--- src/rtl/demux4bit_4_frame.sv ---
// ============================================================================
// Module      : demux4bit_4_frame
// Description : Registered 1-to-4 nibble demultiplexer with frame assembly.
//               Four staging lanes are filled, then moved into a stable
//               output bank.
// Revision    : 1.0 - initial release
// ============================================================================
`default_nettype none

module demux4bit_4_frame #(
    parameter int WIDTH   = 4,
    parameter bit AUTOCLR = 1'b1
) (
    input  logic             CLK,
    input  logic             RST,
    input  logic [WIDTH-1:0] Din,
    input  logic             S0,
    input  logic             S1,
    input  logic             EN,
    input  logic             FLUSH,
    output logic [WIDTH-1:0] Y0,
    output logic [WIDTH-1:0] Y1,
    output logic [WIDTH-1:0] Y2,
    output logic [WIDTH-1:0] Y3,
    output logic [3:0]       FILL,
    output logic             FRAME,
    output logic             ERR
);

    localparam int       c_LANES = 4;
    localparam bit [3:0] c_FULL  = 4'b1111;

    logic [WIDTH-1:0] r_stage [c_LANES];
    logic [WIDTH-1:0] r_y     [c_LANES];
    logic [3:0]       r_fill;
    logic             r_frame;
    logic             r_err;

    logic [1:0]       w_lane;
    logic [3:0]       w_lane_hot;
    logic [3:0]       w_fill_base;
    logic [3:0]       w_fill_or;
    logic [3:0]       w_fill_next;
    logic             w_complete;
    logic             w_overwrite;

    // A flush empties the flags before the same-cycle write is merged in,
    // so a flush+write starts a fresh frame and can never flag an overwrite.
    always_comb begin
        w_lane      = {S1, S0};
        w_lane_hot  = 4'b0001 << w_lane;
        w_fill_base = FLUSH ? 4'b0000 : r_fill;
        w_fill_or   = w_fill_base | w_lane_hot;
        w_complete  = EN && (w_fill_or == c_FULL);
        w_overwrite = AUTOCLR && EN && w_fill_base[w_lane];
    end

    always_comb begin
        w_fill_next = r_fill;
        if (EN) begin
            w_fill_next = (w_complete && AUTOCLR) ? 4'b0000 : w_fill_or;
        end else if (FLUSH) begin
            w_fill_next = 4'b0000;
        end
    end

    // The lane written on the completing edge bypasses its staging register.
    always_ff @(posedge CLK) begin
        if (RST) begin
            for (int i = 0; i < c_LANES; i++) begin
                r_stage[i] <= '0;
                r_y[i]     <= '0;
            end
        end else begin
            for (int i = 0; i < c_LANES; i++) begin
                if (EN && w_lane_hot[i]) begin
                    r_stage[i] <= Din;
                end
                if (w_complete) begin
                    r_y[i] <= w_lane_hot[i] ? Din : r_stage[i];
                end
            end
        end
    end

    always_ff @(posedge CLK) begin
        if (RST) begin
            r_fill  <= 4'b0000;
            r_frame <= 1'b0;
            r_err   <= 1'b0;
        end else begin
            r_fill  <= w_fill_next;
            r_frame <= w_complete;
            r_err   <= w_overwrite;
        end
    end

    assign Y0    = r_y[0];
    assign Y1    = r_y[1];
    assign Y2    = r_y[2];
    assign Y3    = r_y[3];
    assign FILL  = r_fill;
    assign FRAME = r_frame;
    assign ERR   = r_err;

endmodule

`default_nettype wire

--- config.mk ---
export PLATFORM = sky130hd
export DESIGN_NAME = demux4bit_4_frame
export DESIGN_NICKNAME = d
export VERILOG_FILES = /design/src/rtl/demux4bit_4_frame.sv
export SDC_FILE = /design/constraint.sdc
export NUM_CORES = 1
export LEC_CHECK = 0
export ABC_AREA = 0
export BUFFER_PORTS_ARGS = -buffer_cell sky130_fd_sc_hd__clkbuf_2
export CAP_MARGIN = 10
export CELL_PAD_IN_SITES_DETAIL_PLACEMENT = 1
export CELL_PAD_IN_SITES_GLOBAL_PLACEMENT = 1
export CORE_ASPECT_RATIO = 0.5
export CORE_MARGIN = 2
export CORE_UTILIZATION = 46
export CTS_CLUSTER_DIAMETER = 80
export DETAILED_ROUTE_END_ITERATION = 10
export PLACE_DENSITY = 0.8
export SLEW_MARGIN = 0
export SYNTH_ARGS = -nofsm -noshare
export SYNTH_HDL_FRONTEND = slang
export SYNTH_SLANG_ARGS = --single-unit
--- constraint.sdc ---
create_clock -name CLK -period 3.9 [get_ports CLK]
set_clock_uncertainty 0.1 [all_clocks]
set_input_delay 0.78 -clock CLK [delete_from_list [all_inputs] [get_ports CLK]]
set_output_delay 0.78 -clock CLK [all_outputs]
set_load 0.005 [all_outputs]
**After elaboration in Yosys (flattened, before gate mapping)**

Memory sizes are Yosys's and may differ from the RTL's.
Index checks and enable logic that the tools add are counted.

- Flip-flop bits (word level): 6
- Logic and storage cells: 57
- Bits of input ports: 10
- Memory bits (writable): 32
- Memories kept: 2
- Bits in latches: 0
- Memory bits (read-only): 0
- Output and inout bits: 22

Memory list:

| name | words | width | read ports | clocked after memory_dff | wr ports | RTL line | text |
|---|---|---|---|---|---|---|---|
| r_stage | 4 | 4 | 4 | 0 | 4 | 33 | `logic [WIDTH-1:0] r_stage [c_LANES];` |
| r_y | 4 | 4 | 4 | 0 | 4 | 34 | `logic [WIDTH-1:0] r_y [c_LANES];` |

- Add/sub/neg operators: 0
- Eq/ne operators: 1
- $mul: 0
- Reduce and logical (&&, ||, !) cells: 6
- Bitwise gates (word level): 9
- Shift operators: 1
- Divide/modulo/power cells: 0
- Multiplexer cells: 34
- $lt $le $gt $ge: 1

Operators by type and width:

| cell | number |
|---|---|
| $mux 4 | 15 |
| $mux 1 | 18 |
| $or 1x1->1 | 8 |
| $logic_and 1x1->1 | 6 |
| $eq 4x4->1 const B | 1 |
| $or 4x4->4 | 1 |
| $shl 1x2->4 const A | 1 |
| $lt 2x3->1 const B | 1 |
| $bmux 1 s2 | 1 |

**Longest topological paths before layout**

Gate-level depths: netlist (run 1).

- Depth after elaboration: 8
- Depth in mapped cells: 6
- Mapped depth without buffers: 4

**Worst setup path before layout (run 1)**

OpenSTA, ideal clock, no wires.

- Kind: input -> register
- Start: in S1
- End: mem r_y[0][0], enable pin
- Stages: 5
- Data arrival time: 1.876 ns
- Slack: 1.591 ns
- Cells stage by stage: buf_6 nor2_1 nor2_1 a211oi_2 or2_2

RTL lines:

| element | RTL line | text |
|---|---|---|
| start: declaration | 18 | `input logic S1,` |
| end: declaration | 34 |  |

==> results.yml, run 1 <==
placement:
  placed_cells: 227
  dpl.hpwl_um: 2930
  place_congestion: 0.852
  numPortBuffers: 31
finish:
  finalCoreUtilization_pct: 57.0
  layout_common_cells: "edfxtp_1 (32), clkbuf_2 (31), nand2_1 (20), and2_1 (17), a21oi_1 (16)"
  num-nets-final: 193
  fin_cells: 235
  fillers: 394
  antenna_cells: 0
  drive_above_1_share_pct: 26.1
  area_delta_synth_final_pct: 14.9
  layout_commonest_cell: "edfxtp_1"
setup_path:
  critPathMaxStageDelay_ns: 0.52
  slowest_stage: "nor2_1"
  critPathMostFrequentCell: "nor2_1"
  start_kind: "input pin"
  critPathKind: "in -> reg"
  path_cells: "clkbuf_2 -> nor2_1 -> nor2_1 -> a211oi_2 -> or2_2"
  critPathArrivalTime_ns: 2.37
  cp-end-kind: "flip-flop"
  crit_fanout: 19
  cp.required_ns: 3.75
logic_synthesis:
  postSynthCellCount: 151
  syn_area_um2: 1760
  synth_cell_types: 30
  avgSynthCellArea_um2: 11.7
  yosys_warnings: 0
  synth_seq_cells: 38
  syn_nets: 161
  yosysSeqAreaShare_pct: 61.5
clock_network:
  clockBufferDepth: 2
  cts_resized: 0
  cts_max_level: 2
  root_buffer: "clkbuf_8"
  cts_made_buffers: 5
  cts_setup_buffers: 0
  clkSlewWorstSetupHoldPaths_ns: 0.07
  postCtsHoldBufs: 0
  clock_sinks: 38
  tritoncts: "built"
  clk-insertion-delay-late_ns: 0.29
floorplan:
  dieWidth_um: 91.5
  initial_core_util_pct: 49.6
  num_rows: 15
  ios: 32
  die-area_um2: 4370
  die_h_um: 47.7
  core_area_um2: 3550
timing:
  fmaxAchievable_ghz: 0.396
  hold_violations: 0
  setup_viol: 0
  rsz0062_at_grt: "false"
  slew_viol_final: 0
  fin_crit_sh_pct: 64.7
  tightest_slew_ns: 0.715
  slew_headroom_pct: 51.9
  finalCriticalPeriod_ns: 2.52
  finalSetupTns_ns: 0
power:
  cellPowerDensity_nw_per_um2: 394
  swShare_pct: 23.8
  p_seq_share_pct: 58.8
  combPwrFrac_pct: 8.5
  leakage_nw: 0.826
  irDropWorstVdd_mv: 0.186
  switchingPower_mw: 0.190
  p_int_mw: 0.607
  total_power_mw: 0.797
  clockPowerShare_pct: 32.7
routing:
  vias: 1242
  drc: 0
  antenna_left: 0
  drt-initial-drc-count: 46
  drt_wl_total_um: 3960
  routedWlPerCell_um: 16.9
  drtPass1Iterations: 4
  vias_per_cell: 5.29
hold_path:
  min_path_type: "reg -> reg"
global_route:
  grt_pass1_wl_um: 6040
  grt_usage_pct: 19.6
  grt_pass1_vias: 1151
  grt_max_degree: 20
  grt.overflow.total: 0
  grt_antenna_before_repair: 0
status:
  status: "complete, no violations"
run:
  cap_violations: 0
-- power by group through the flow --
stage | registers [mW] | clock network [mW] | logic (mW)
floorplan | 0.476 | 0 | 0.0389
global placement | 0.476 | 0 | 0.0657
detailed placement | 0.478 | 0 | 0.0673
CTS | 0.469 | 0.260 | 0.0678
global route | 0.471 | 0.277 | 0.0749
finish | 0.469 | 0.260 | 0.0678
-- final cells by class --
class	count	area [µm²]	share of cell area (%)
sequential	38	1080	53.5
tap	51	63.8	3.16
clock buffer	6	72.6	3.59
timing repair buffer	31	155	7.67
inverter	3	11.3	0.557
clock inverter	2	10.0	0.495
multi-input combinational	104	628	31.1
-- per-stage QoR --
stage | cell area, µm² | setup slack [ns] | hold WS (ns)
3_3_place_gp | 1940 | 1.22 | 0.445
5_1_grt | 2020 | 1.25 | 0.521
6_report | 2020 | 1.38 | 0.495
2_1_floorplan | 1760 | 1.59 | 0.413
4_1_cts | 2020 | 1.40 | 0.494
3_5_place_dp | 1940 | 1.12 | 0.477
-- kinds of logic (layout without fill, tap and decap cells) --
| kind of cell | after synthesis | in the layout | synth area share (%) |
|---|---|---|---|
| and+or+nand+nor | 73 | 73 | 21.4 |
| DFF | 38 | 38 | 61.5 |
| AOI/OAI and AO/OA | 25 | 25 | 9.89 |
| buffers and inverters | 9 | 42 | 2.84 |
| muxes | 6 | 6 | 4.41 |
-- critical path, delay by kind of cell --
kind	cells	cell delay (ns)
AO/OA/AOI/OAI	1	0.29
buffers and inverters	1	0.25
AND/OR/NAND/NOR	3	1.04
-- synthesized netlist by cell type --
library cell  instances  area (µm²)
buf_1                 1        3.75
a211oi_2              1        12.5
nor3_1                4        20.0
and2_1               17         106
o21ai_1               1        5.00
clkbuf_1              2        7.51
mux4_2                1        22.5
a31o_2                1        8.76
nor2_1               10        37.5
buf_2                 1        5.00
nor2b_4               1        13.8
nand3_1              11        55.1
or2_2                 3        18.8
a211oi_1              1        7.51
mux2_4                1        15.0
nand2_1              20        75.1
a21oi_1              16        80.1
nor3b_1               1        7.51
o211ai_1              1        7.51
buf_6                 2        22.5
nand2b_1              5        31.3
a32oi_1               1        8.76
and3_4                1        11.3
o211a_1               1        10.0
mux2i_1               4        40.0
edfxtp_1             32         961
inv_1                 3        11.3
dfxtp_1               6         120
a21o_1                1        7.51
o221ai_4              1        26.3
-- final timing paths --
path                                    start        end  slack [ns]  cells after the start
worst max-delay path                       S1  r_y[1][3]        1.38                      5
worst min-delay path            r_stage[1][1]  r_y[1][1]        0.50                      2
worst max register to register        FILL[3]  r_y[1][3]        1.89                      4
worst min register to register  r_stage[1][1]  r_y[1][1]        0.50                      2
-- registers in the layout, indices dropped and copies added (netlist names) --
signal,count
r_stage,16
r_y,16
FILL,4
ERR,1
FRAME,1
-- per-layer routing --
metal / routed length (µm) / GRT usage [%] / vias to the layer above
met2: 1790 / 31.8 / 39
met3: 214 / 5.04 / 5
met5: 0 / 0 / -
li1: - / - / 604
met4: 38 / 8.18 / 0
met1: 1920 / 26.2 / 594
(Power assumes the default switching activity.)
==> run 2, diff against run 1 <==
--- a/config.mk
+++ b/config.mk
@@ -12,10 +12,10 @@
 export CELL_PAD_IN_SITES_GLOBAL_PLACEMENT = 1
 export CORE_ASPECT_RATIO = 0.5
 export CORE_MARGIN = 2
-export CORE_UTILIZATION = 46
+export CORE_UTILIZATION = 43
 export CTS_CLUSTER_DIAMETER = 80
 export DETAILED_ROUTE_END_ITERATION = 10
-export PLACE_DENSITY = 0.8
+export PLACE_DENSITY = 0.75
 export SLEW_MARGIN = 0
 export SYNTH_ARGS = -nofsm -noshare
 export SYNTH_HDL_FRONTEND = slang
==> constraint.sdc (replaced) <==
create_clock -name CLK -period 2.5 [get_ports CLK]
set_clock_uncertainty 0.1 [all_clocks]
set_input_delay 0.5 -clock CLK [delete_from_list [all_inputs] [get_ports CLK]]
set_output_delay 0.5 -clock CLK [all_outputs]
set_load 0.005 [all_outputs]
==> run 2 against run 1 <==
  * Core utilization is 3.1 points lower
  * Worst hold slack got worse by 0.036 ns
  * Combinational power increased by 58%
  * Non-clock buffer count up 3
  * Highest routed layer unchanged
  * Count of clock-buffer cells in the layout is 1 lower
  * Sequential share of layout area shrank 2.1 points
  * Register-to-register slack got worse by 1.3 ns
  * Clock power grew 150%
  * Final area grew 4.0%
==> results.yml, run 2 (synthesis results as in run 1) <==
global_route:
  grt_max_degree: 17
  grt_usage_pct: 18.3
  grt_pass1_vias: 1199
  grt_antenna_before_repair: 0
  grt_pass1_wl_um: 6200
  grt.overflow.total: 0
floorplan:
  initial_core_util_pct: 45.1
  dieWidth_um: 94.5
  die_h_um: 49.2
  die-area_um2: 4650
  ios: 32
  num_rows: 16
  core_area_um2: 3900
clock_network:
  postCtsHoldBufs: 0
  tritoncts: "built"
  root_buffer: "clkbuf_8"
  clk-insertion-delay-late_ns: 0.30
  cts_setup_buffers: 0
  clock_sinks: 38
  cts_resized: 0
  cts_max_level: 2
  clockBufferDepth: 2
  cts_made_buffers: 5
  clkSlewWorstSetupHoldPaths_ns: 0.08
placement:
  placed_cells: 233
  numPortBuffers: 31
  place_congestion: 0.913
  place_worst_setup_slack_ns: 0.268
  dpl_cell_area_um2: 1970
  dpl.hpwl_um: 2820
finish:
  fin_cells: 241
  num-nets-final: 196
  antenna_cells: 0
  finalCoreUtilization_pct: 53.9
  area_delta_synth_final_pct: 19.6
  layout_commonest_cell: "edfxtp_1"
  layout_common_cells: "edfxtp_1 (32), clkbuf_2 (31), nand2_1 (20), and2_1 (17), a21oi_1 (16)"
  post-route-cell-area_um2: 2100
  drive_above_1_share_pct: 27.8
timing:
  fmaxAchievable_ghz: 0.527
  tightest_slew_ns: 0.633
  hold_slack_ns: 0.460
  rsz0062_at_grt: "false"
  slew_headroom_pct: 57.5
  slew_viol_final: 0
  finalSetupTns_ns: 0
  hold_violations: 0
  setup_viol: 0
  fin_crit_sh_pct: 75.9
  finalCriticalPeriod_ns: 1.90
  setup_slack_ns: 0.602
power:
  leakage_nw: 0.864
  cellPowerDensity_nw_per_um2: 703
  total_power_mw: 1.48
  irDropWorstVdd_mv: 0.243
routing:
  drtPass1Iterations: 4
  vias_per_cell: 5.12
  antenna_left: 0
  drc: 0
  routedWlPerCell_um: 16.2
  drt-initial-drc-count: 46
  drt_wl_total_um: 3910
  vias: 1234
setup_path:
  reg2reg_slack_ns: 0.60
  start_kind: "input pin"
  r2r_start: "FILL[3]"
  path_cells: "clkbuf_2 -> nor2b_4 -> o211ai_1 -> a211oi_2 -> or2_2"
  cp_top_family: "simple AND/OR/NAND/NOR gates"
  slowest_stage: "or2_2"
  reg2reg_depth: 4
  crit_fanout: 16
  cp.required_ns: 2.36
  cp-end-kind: "flip-flop"
  critPathBufInv: 1
  r2r-end: "r_y[3][3]"
  critPathArrivalTime_ns: 1.76
  critPathMaxStageDelay_ns: 0.39
  critPathKind: "in -> reg"
hold_path:
  hold_end: "FILL[3]"
  hold_start: "FLUSH"
  whs_path_depth: 4
  min_path_type: "in -> reg"
status:
  status: "complete, no violations"
run:
  cap_violations: 0
[run 2: metal layers]
metal	global-route usage (%)	up-vias	wire length, µm
li1	-	607	-
met5	0	-	0
met3	4.64	4	163
met2	27.3	27	1790
met1	25.5	596	1890
met4	7.97	0	57
[run 2: how the worst max path moves through the flow]
| stage | from | end | slack (ns) | cells past startpoint |
|---|---|---|---|---|
| finish | S0 | r_y[3][3] | 0.60 | 5 |
| global route | S0 | r_y[2][1] | 0.48 | 5 |
| CTS | S0 | r_y[3][2] | 0.59 | 5 |
| detailed placement | S0 | r_y[3][2] | 0.27 | 5 |
| global placement | S0 | r_y[3][0] | 0.36 | 5 |
| floorplan | S1 | r_y[0][0] | 0.47 | 5 |
[run 2: tightest hold or removal path, stage by stage]
cell	delay (ns)
clkbuf_2	0.11
inv_1	0.08
nand2_1	0.06
a211oi_1	0.06
[run 2: report_power, final]
group	leakage (nW)	internal (mW)	switching [mW]
registers	0.371	0.716	0.0143
clock network	0.0683	0.400	0.240
logic	0.425	0.0393	0.0674
total	0.864	1.16	0.322
[run 2: area by class of cell]
cell class | count | area (µm²)
well taps | 54 | 67.6
clock inverters | 3 | 68.8
repair buffers | 34 | 178
inverters | 3 | 11.3
clock buffers | 5 | 68.8
flip-flops and latches | 38 | 1080
fillers | 445 | 1800
multi-input cells | 104 | 628
